### src/rtl/baby_seq_pkg.sv
// baby_seq_pkg
// Shared types and constants for the Manchester Baby memory sequencer:
//   - state_e        : sequencer FSM states
//   - HDR_WE_BIT     : position of the write flag in the header byte
//   - ADDR_W         : core address width (header bits [4:0])
//   - BYTES_PER_WORD : data bytes per 32-bit word on the host link
//   - make_hdr()     : builds the header byte {we, 2'b00, addr}
package baby_seq_pkg;

  typedef enum logic [2:0] {
    ST_IDLE,
    ST_STEP,
    ST_SETTLE,
    ST_HDR,
    ST_WDATA,
    ST_RDATA,
    ST_HALT,
    ST_ERROR
  } state_e;

  localparam int HDR_WE_BIT     = 7;
  localparam int ADDR_W         = 5;
  localparam int BYTES_PER_WORD = 4;
  localparam int BYTE_IDX_W     = $clog2(BYTES_PER_WORD);

  function automatic logic [7:0] make_hdr(input logic we, input logic [ADDR_W-1:0] addr);
    logic [7:0] h;
    h             = '0;
    h[HDR_WE_BIT] = we;
    h[ADDR_W-1:0] = addr;
    return h;
  endfunction

endpackage

### src/rtl/baby_seq_timeout.sv
// baby_seq_timeout
// Per-byte watchdog for the host link. A loadable down-counter:
//   clock     in  : system clock
//   reset_i   in  : synchronous active-high reset (count = 0)
//   clear_i   in  : reload the counter (start a fresh wait window)
//   en_i      in  : count one waiting cycle
//   expired_o out : this cycle is the last one allowed without a transfer
module baby_seq_timeout #(
  parameter int TIMEOUT_CYCLES = 1024,
  parameter int TO_W           = 10
) (
  input  logic clock,
  input  logic reset_i,
  input  logic clear_i,
  input  logic en_i,
  output logic expired_o
);

  // The window opens with the count at TIMEOUT_CYCLES-2, so it reaches zero on
  // the (TIMEOUT_CYCLES-1)th consecutive waiting cycle; that cycle is the limit.
  localparam logic [TO_W-1:0] LOAD_VAL = TO_W'(TIMEOUT_CYCLES - 2);

  logic [TO_W-1:0] count_q;
  logic [TO_W-1:0] count_d;

  always_comb begin
    count_d = count_q;
    if (clear_i) begin
      count_d = LOAD_VAL;
    end else if (en_i && (count_q != '0)) begin
      count_d = count_q - TO_W'(1);
    end
  end

  always_ff @(posedge clock) begin
    if (reset_i) begin
      count_q <= '0;
    end else begin
      count_q <= count_d;
    end
  end

  assign expired_o = (count_q == '0);

endmodule

### src/rtl/baby_mem_sequencer.sv
// baby_mem_sequencer
// Steps the manchester_baby core one memory access at a time and services
// each access over a byte-wide valid/ready link to the host-side RAM.
// Ports:
//   clock, reset_i           : clock, synchronous active-high reset
//   run_i                    : level, allows stepping
//   stop_lamp_i              : core stop lamp (sampled only in IDLE)
//   core_addr_i/data_i/we_i  : core access request (latched after settle)
//   core_step_o              : one-cycle step pulse to the core
//   core_rdata_o             : read data held for the core
//   tx_data_o/valid_o/ready_i: bytes to host (header, then write data)
//   rx_data_i/valid_i/ready_o: bytes from host (read data)
//   busy_o/halted_o/error_o  : status
module baby_mem_sequencer
  import baby_seq_pkg::*;
#(
  parameter int SETTLE_CYCLES  = 2,
  parameter int TIMEOUT_CYCLES = 1024,
  parameter int TO_W           = 10
) (
  input  logic              clock,
  input  logic              reset_i,
  input  logic              run_i,
  input  logic              stop_lamp_i,
  input  logic [ADDR_W-1:0] core_addr_i,
  input  logic [31:0]       core_data_i,
  input  logic              core_we_i,
  output logic              core_step_o,
  output logic [31:0]       core_rdata_o,
  output logic [7:0]        tx_data_o,
  output logic              tx_valid_o,
  input  logic              tx_ready_i,
  input  logic [7:0]        rx_data_i,
  input  logic              rx_valid_i,
  output logic              rx_ready_o,
  output logic              busy_o,
  output logic              halted_o,
  output logic              error_o
);

  localparam logic [3:0]            SETTLE_LAST = 4'(SETTLE_CYCLES - 1);
  localparam logic [BYTE_IDX_W-1:0] LAST_BYTE   = BYTE_IDX_W'(BYTES_PER_WORD - 1);

  state_e                state_q, state_d;
  logic [3:0]            settle_cnt_q, settle_cnt_d;
  logic [BYTE_IDX_W-1:0] byte_idx_q, byte_idx_d;
  logic                  we_q, we_d;
  logic [ADDR_W-1:0]     addr_q, addr_d;
  logic [31:0]           wdata_q, wdata_d;
  logic [31:0]           rdata_q, rdata_d;

  logic tx_fire;
  logic rx_fire;
  logic in_xfer;
  logic to_clear;
  logic to_expired;

  // Outputs decode from the state register only, so tx_data_o cannot move
  // while a byte is offered and not yet taken.
  always_comb begin
    core_step_o = (state_q == ST_STEP);
    tx_valid_o  = (state_q == ST_HDR) || (state_q == ST_WDATA);
    rx_ready_o  = (state_q == ST_RDATA);
    tx_data_o   = '0;
    if (state_q == ST_HDR) begin
      tx_data_o = make_hdr(we_q, addr_q);
    end else if (state_q == ST_WDATA) begin
      tx_data_o = wdata_q[{byte_idx_q, 3'b000} +: 8];
    end
    busy_o   = !(state_q inside {ST_IDLE, ST_HALT, ST_ERROR});
    halted_o = (state_q == ST_HALT);
    error_o  = (state_q == ST_ERROR);
  end

  assign tx_fire = tx_valid_o & tx_ready_i;
  assign rx_fire = rx_valid_i & rx_ready_o;
  assign in_xfer = state_q inside {ST_HDR, ST_WDATA, ST_RDATA};
  // Holding the counter reloaded outside the link states gives every entry
  // into HDR/WDATA/RDATA a fresh window; each accepted byte restarts it.
  assign to_clear = !in_xfer | tx_fire | rx_fire;

  baby_seq_timeout #(
    .TIMEOUT_CYCLES(TIMEOUT_CYCLES),
    .TO_W          (TO_W)
  ) u_timeout (
    .clock    (clock),
    .reset_i  (reset_i),
    .clear_i  (to_clear),
    .en_i     (in_xfer),
    .expired_o(to_expired)
  );

  always_comb begin
    state_d      = state_q;
    settle_cnt_d = settle_cnt_q;
    byte_idx_d   = byte_idx_q;
    we_d         = we_q;
    addr_d       = addr_q;
    wdata_d      = wdata_q;
    rdata_d      = rdata_q;

    case (state_q)
      ST_IDLE: begin
        if (stop_lamp_i) begin
          state_d = ST_HALT;
        end else if (run_i) begin
          state_d = ST_STEP;
        end
      end

      ST_STEP: begin
        settle_cnt_d = '0;
        state_d      = ST_SETTLE;
      end

      ST_SETTLE: begin
        if (settle_cnt_q == SETTLE_LAST) begin
          we_d       = core_we_i;
          addr_d     = core_addr_i;
          wdata_d    = core_data_i;
          byte_idx_d = '0;
          state_d    = ST_HDR;
        end else begin
          settle_cnt_d = settle_cnt_q + 4'd1;
        end
      end

      ST_HDR: begin
        // A transfer on the limit cycle takes priority over the timeout.
        if (tx_fire) begin
          byte_idx_d = '0;
          state_d    = we_q ? ST_WDATA : ST_RDATA;
        end else if (to_expired) begin
          state_d = ST_ERROR;
        end
      end

      ST_WDATA: begin
        if (tx_fire) begin
          if (byte_idx_q == LAST_BYTE) begin
            byte_idx_d = '0;
            state_d    = ST_IDLE;
          end else begin
            byte_idx_d = byte_idx_q + BYTE_IDX_W'(1);
          end
        end else if (to_expired) begin
          state_d = ST_ERROR;
        end
      end

      ST_RDATA: begin
        if (rx_fire) begin
          rdata_d[{byte_idx_q, 3'b000} +: 8] = rx_data_i;
          if (byte_idx_q == LAST_BYTE) begin
            byte_idx_d = '0;
            state_d    = ST_IDLE;
          end else begin
            byte_idx_d = byte_idx_q + BYTE_IDX_W'(1);
          end
        end else if (to_expired) begin
          state_d = ST_ERROR;
        end
      end

      ST_HALT:  state_d = ST_HALT;
      ST_ERROR: state_d = ST_ERROR;
      default:  state_d = ST_IDLE;
    endcase
  end

  always_ff @(posedge clock) begin
    if (reset_i) begin
      state_q      <= ST_IDLE;
      settle_cnt_q <= '0;
      byte_idx_q   <= '0;
      we_q         <= 1'b0;
      addr_q       <= '0;
      wdata_q      <= '0;
      rdata_q      <= '0;
    end else begin
      state_q      <= state_d;
      settle_cnt_q <= settle_cnt_d;
      byte_idx_q   <= byte_idx_d;
      we_q         <= we_d;
      addr_q       <= addr_d;
      wdata_q      <= wdata_d;
      rdata_q      <= rdata_d;
    end
  end

  assign core_rdata_o = rdata_q;

endmodule

### config.mk
export PLATFORM = sky130hd
export DESIGN_NAME = baby_mem_sequencer
export DESIGN_NICKNAME = d
export VERILOG_FILES = /design/src/rtl/baby_seq_pkg.sv /design/src/rtl/baby_seq_timeout.sv /design/src/rtl/baby_mem_sequencer.sv
export SDC_FILE = /design/constraint.sdc
export NUM_CORES = 1
export LEC_CHECK = 0
export BUFFER_PORTS_ARGS = -buffer_cell sky130_fd_sc_hd__buf_2
export CAP_MARGIN = 40
export CORE_ASPECT_RATIO = 0.9
export CORE_MARGIN = 2
export CORE_UTILIZATION = 45
export CTS_CLUSTER_SIZE = 40
export DETAILED_ROUTE_END_ITERATION = 10
export GPL_ROUTABILITY_DRIVEN = 0
export HOLD_SLACK_MARGIN = 0.08
export PLACE_DENSITY_LB_ADDON = 0.1
export SKIP_CTS_REPAIR_TIMING = 1
export SLEW_MARGIN = 10
export SYNTH_ARGS = -nofsm -noshare
export SYNTH_HDL_FRONTEND = slang
export SYNTH_SLANG_ARGS = --single-unit
### constraint.sdc
create_clock -name clock -period 2.6 [get_ports clock]
set_clock_uncertainty 0.1 [all_clocks]
set_input_delay 0.26 -clock clock [delete_from_list [all_inputs] [get_ports clock]]
set_output_delay 0.26 -clock clock [all_outputs]
set_load 0.01 [all_outputs]
==> results.md <==
- Outcome: finished clean
- # diodes: 0
- Synth-to-Final Area Change: 27.6%
- Sequential share of power: 42.9%
- Vias in the first global route: 3,563
- Violation count after the first detailed-routing iteration: 186
- P_sw: 0.00112 W
- R2R cell count: 4
- Combinational share of power: 28.1%
- Starting Density: 46.2%
- Worst Path Arrival: 1.89 ns
- Vias per cell: 5.39
- WP data required: 2.24 ns
- Worst-Skew Late Latency: 0.35 ns
- Site Rows: 33
- Crit path kind: reg2out
- Critical-path cell list: and3b_1 > buf_4 > a22o_1 > buf_2
- Net count, final: 697
- GR Overflow Total: 0
- DR vias: 4,089
- RSZ-0062 raised after global routing: no
- Num ports: 98
- IO Port Bufs: 97
- Die Area: 10,100 sq um
- # clock sinks: 89
- Clock root buffer: clkbuf_8
- Largest net degree at the start of global routing: 39
- Syn Area/Cell: 8.26 sq um
- Routed WL per cell: 14.4 um
- Clock transition at the registers of the reported paths: 0.08 ns
- Post-DRT Antenna Nets: 0
- Number of synthesized flops with an enable pin: 0
- Share of layout cells above drive strength 1: 23.0%
- P per Cell Area: 652 nW/um^2
- CTS tree: done
- Type of origin of the critical path: register
- Core Util, Final: 58.9%
- Max Buffers Root-to-Sink: 2
- Chip width: 106 um
- Tot Pwr: 0.00349 W
- DPL Wire Length: 7540 um
- Slowest cell on the critical path: dfxtp_1
- Maxcap violations: 0
- Clock share of power: 29.0%
- Switch share: 32.2%
- Int Pwr: 0.00236 W
- CP endpoint kind: output port
- R2R Path End: state_q[1]
- DR DRC count: 0
- Relative slew slack: 51.9%
- Min-Delay Path Class: in2reg
- Crit-path max cell delay: 0.66 ns
- Sequential-to-total area share from yosys stat: 42.5%
- Syn Inst Count: 508
- Synth cell types: 53
- WP depth: 4
- CTS HTree Levels: 3
- Crit-path leading delay family: flip-flops
- Worst-Margin Slew: 0.722 ns
- First-pass GRT wire length: 17,100 um
- GRT Overall Usage: 21.3%
- P_leak: 2.08 nW
- Max VDD drop: 0.000299 V
- Area of the core: 9080 sq um
- Die height: 95.6 um
- Final Max Slew Viols: 0
- Max Fclk: 445 MHz
- Ys async rst share: 0%
- First-pass iteration count of the detailed router: 4
- Fin Setup TNS: 0 ns
- CTS Buf Count: 9
- Synth Warn #: 0
- Tmin final: 2.25 ns
- Syn Nets: 572
- Fin crit share: 86.4%
- Initial antenna violation count: 0
- Launch point of the worst path: state_q[0]
- End of the critical path: tx_data_o[4]
- Final wirelength: 10,900 um
- Worst r2r src: state_q[0]
- Setup violations, final: 0
- Cell Area, Synth: 4200 sq um
- CP bufs+invs: 2
- Main synth FF type: dfxtp_1
- Hold Vio Cnt, Final: 0
- FF-to-FF setup slack: 0.55 ns
- Flops & latches, synth: 89
- CP Max Fanout: 19
## area by class of cell
class,count,area (sq um)
clock buffers,9,124
fillers,863,3730
well taps,122,153
clock inverters,5,82.6
flip-flops and latches,89,1780
repair buffers,148,968
inverters,8,30.0
multi-input cells,377,2210
## sequential cells by signal, indices dropped and copies added, names as in the netlist
signal             count
core_rdata_o          32
settle_cnt_q           4
addr_q                 5
wdata_q               32
byte_idx_q             2
u_timeout.count_q     10
we_q                   1
state_q                3
## power by group through the flow
stage          registers, W  logic [W]  clock network [W]
2_1_floorplan       0.00151   0.000681                  0
3_3_place_gp        0.00152   0.000921                  0
3_5_place_dp        0.00153   0.000933                  0
4_1_cts             0.00150   0.000938            0.00104
5_1_grt             0.00151    0.00110            0.00110
6_report            0.00150   0.000981            0.00101
## cells in the final DEF (no fill, tap or decap), drive strengths merged, types with 9 or more instances in the layout
cell type      n
nand2        122
buf          113
dfxtp         89
a21oi         82
nand3         40
dlygate4sd3   35
ha            12
nor3          10
a31oi          9
clkbuf         9
## routing by layer
layer / GRT usage (%) / share of wire (%) / vias to the layer above
met3: 5.13 / 6.1 / 12
met1: 28.1 / 46 / 1915
met5: 0 / 0 / -
met4: 7.46 / 1.2 / 0
met2: 34.2 / 47 / 115
li1: - / - / 2047
## worst register-to-register path, stage by stage (launching register included)
cell	delay (ns)
dfxtp_1	0.66
nor3b_2	0.39
nor4_1	0.14
a211o_1	0.35
o31a_1	0.30
## through the flow
step	hold WS, ns	std cells	setup slack, ns	cell area, sq um
2_1_floorplan	0.296	508	0.362	4200
3_3_place_gp	0.337	709	0.624	4800
3_5_place_dp	0.341	709	0.581	4800
4_1_cts	0.0244	723	0.342	5000
5_1_grt	0.0831	758	0.236	5350
6_report	0.0602	758	0.355	5350
## worst min-delay path by stage
stage / startpoint / endpoint / slack [ns] / cells past startpoint
2_1_floorplan: core_data_i[0] / wdata_q[0] / 0.30 / 2
4_1_cts: core_data_i[27] / wdata_q[27] / 0.02 / 3
3_5_place_dp: core_rdata_o[18] / core_rdata_o[18] / 0.34 / 2
5_1_grt: core_addr_i[2] / addr_q[2] / 0.08 / 3
6_report: core_addr_i[0] / addr_q[0] / 0.06 / 3
3_3_place_gp: core_rdata_o[11] / core_rdata_o[11] / 0.34 / 2
## cells by family after synthesis
group	synth area share (%)
compound gates	17.8
fa+ha+maj	3.58
flops	42.5
mux	4.80
buf+inv	4.92
simple gates	25.8
xor+xnor	0.626
## cells in the mapped netlist, drive strengths merged (2+ instances only)
cell type  instances  area share, %
nand2            122             11
dfxtp             89             42
a21oi             82            9.8
nand3             40            4.8
buf               17            2.5
clkbuf            16            1.4
ha                12            3.6
nor3              10            1.3
a31oi              9            1.3
inv                8           0.72
mux4               8            4.3
nor3b              8            1.7
o21ai              8           0.95
and2               7            1.0
or4                7            1.3
a22o               6            1.3
nor2               6           0.54
o31ai              5           0.89
or3                4           0.60
nand2b             3           0.45
nor2b              3           0.45
nor4               3           0.45
or3b               3           0.63
a311oi             2           0.42
and3               2           0.30
and3b              2           0.42
nand3b             2           0.36
o21a               2           0.36
o21bai             2           0.36
o22ai              2           0.30
o31a               2           0.42
xor2               2           0.42
Power figures use the tool's default switching activity.
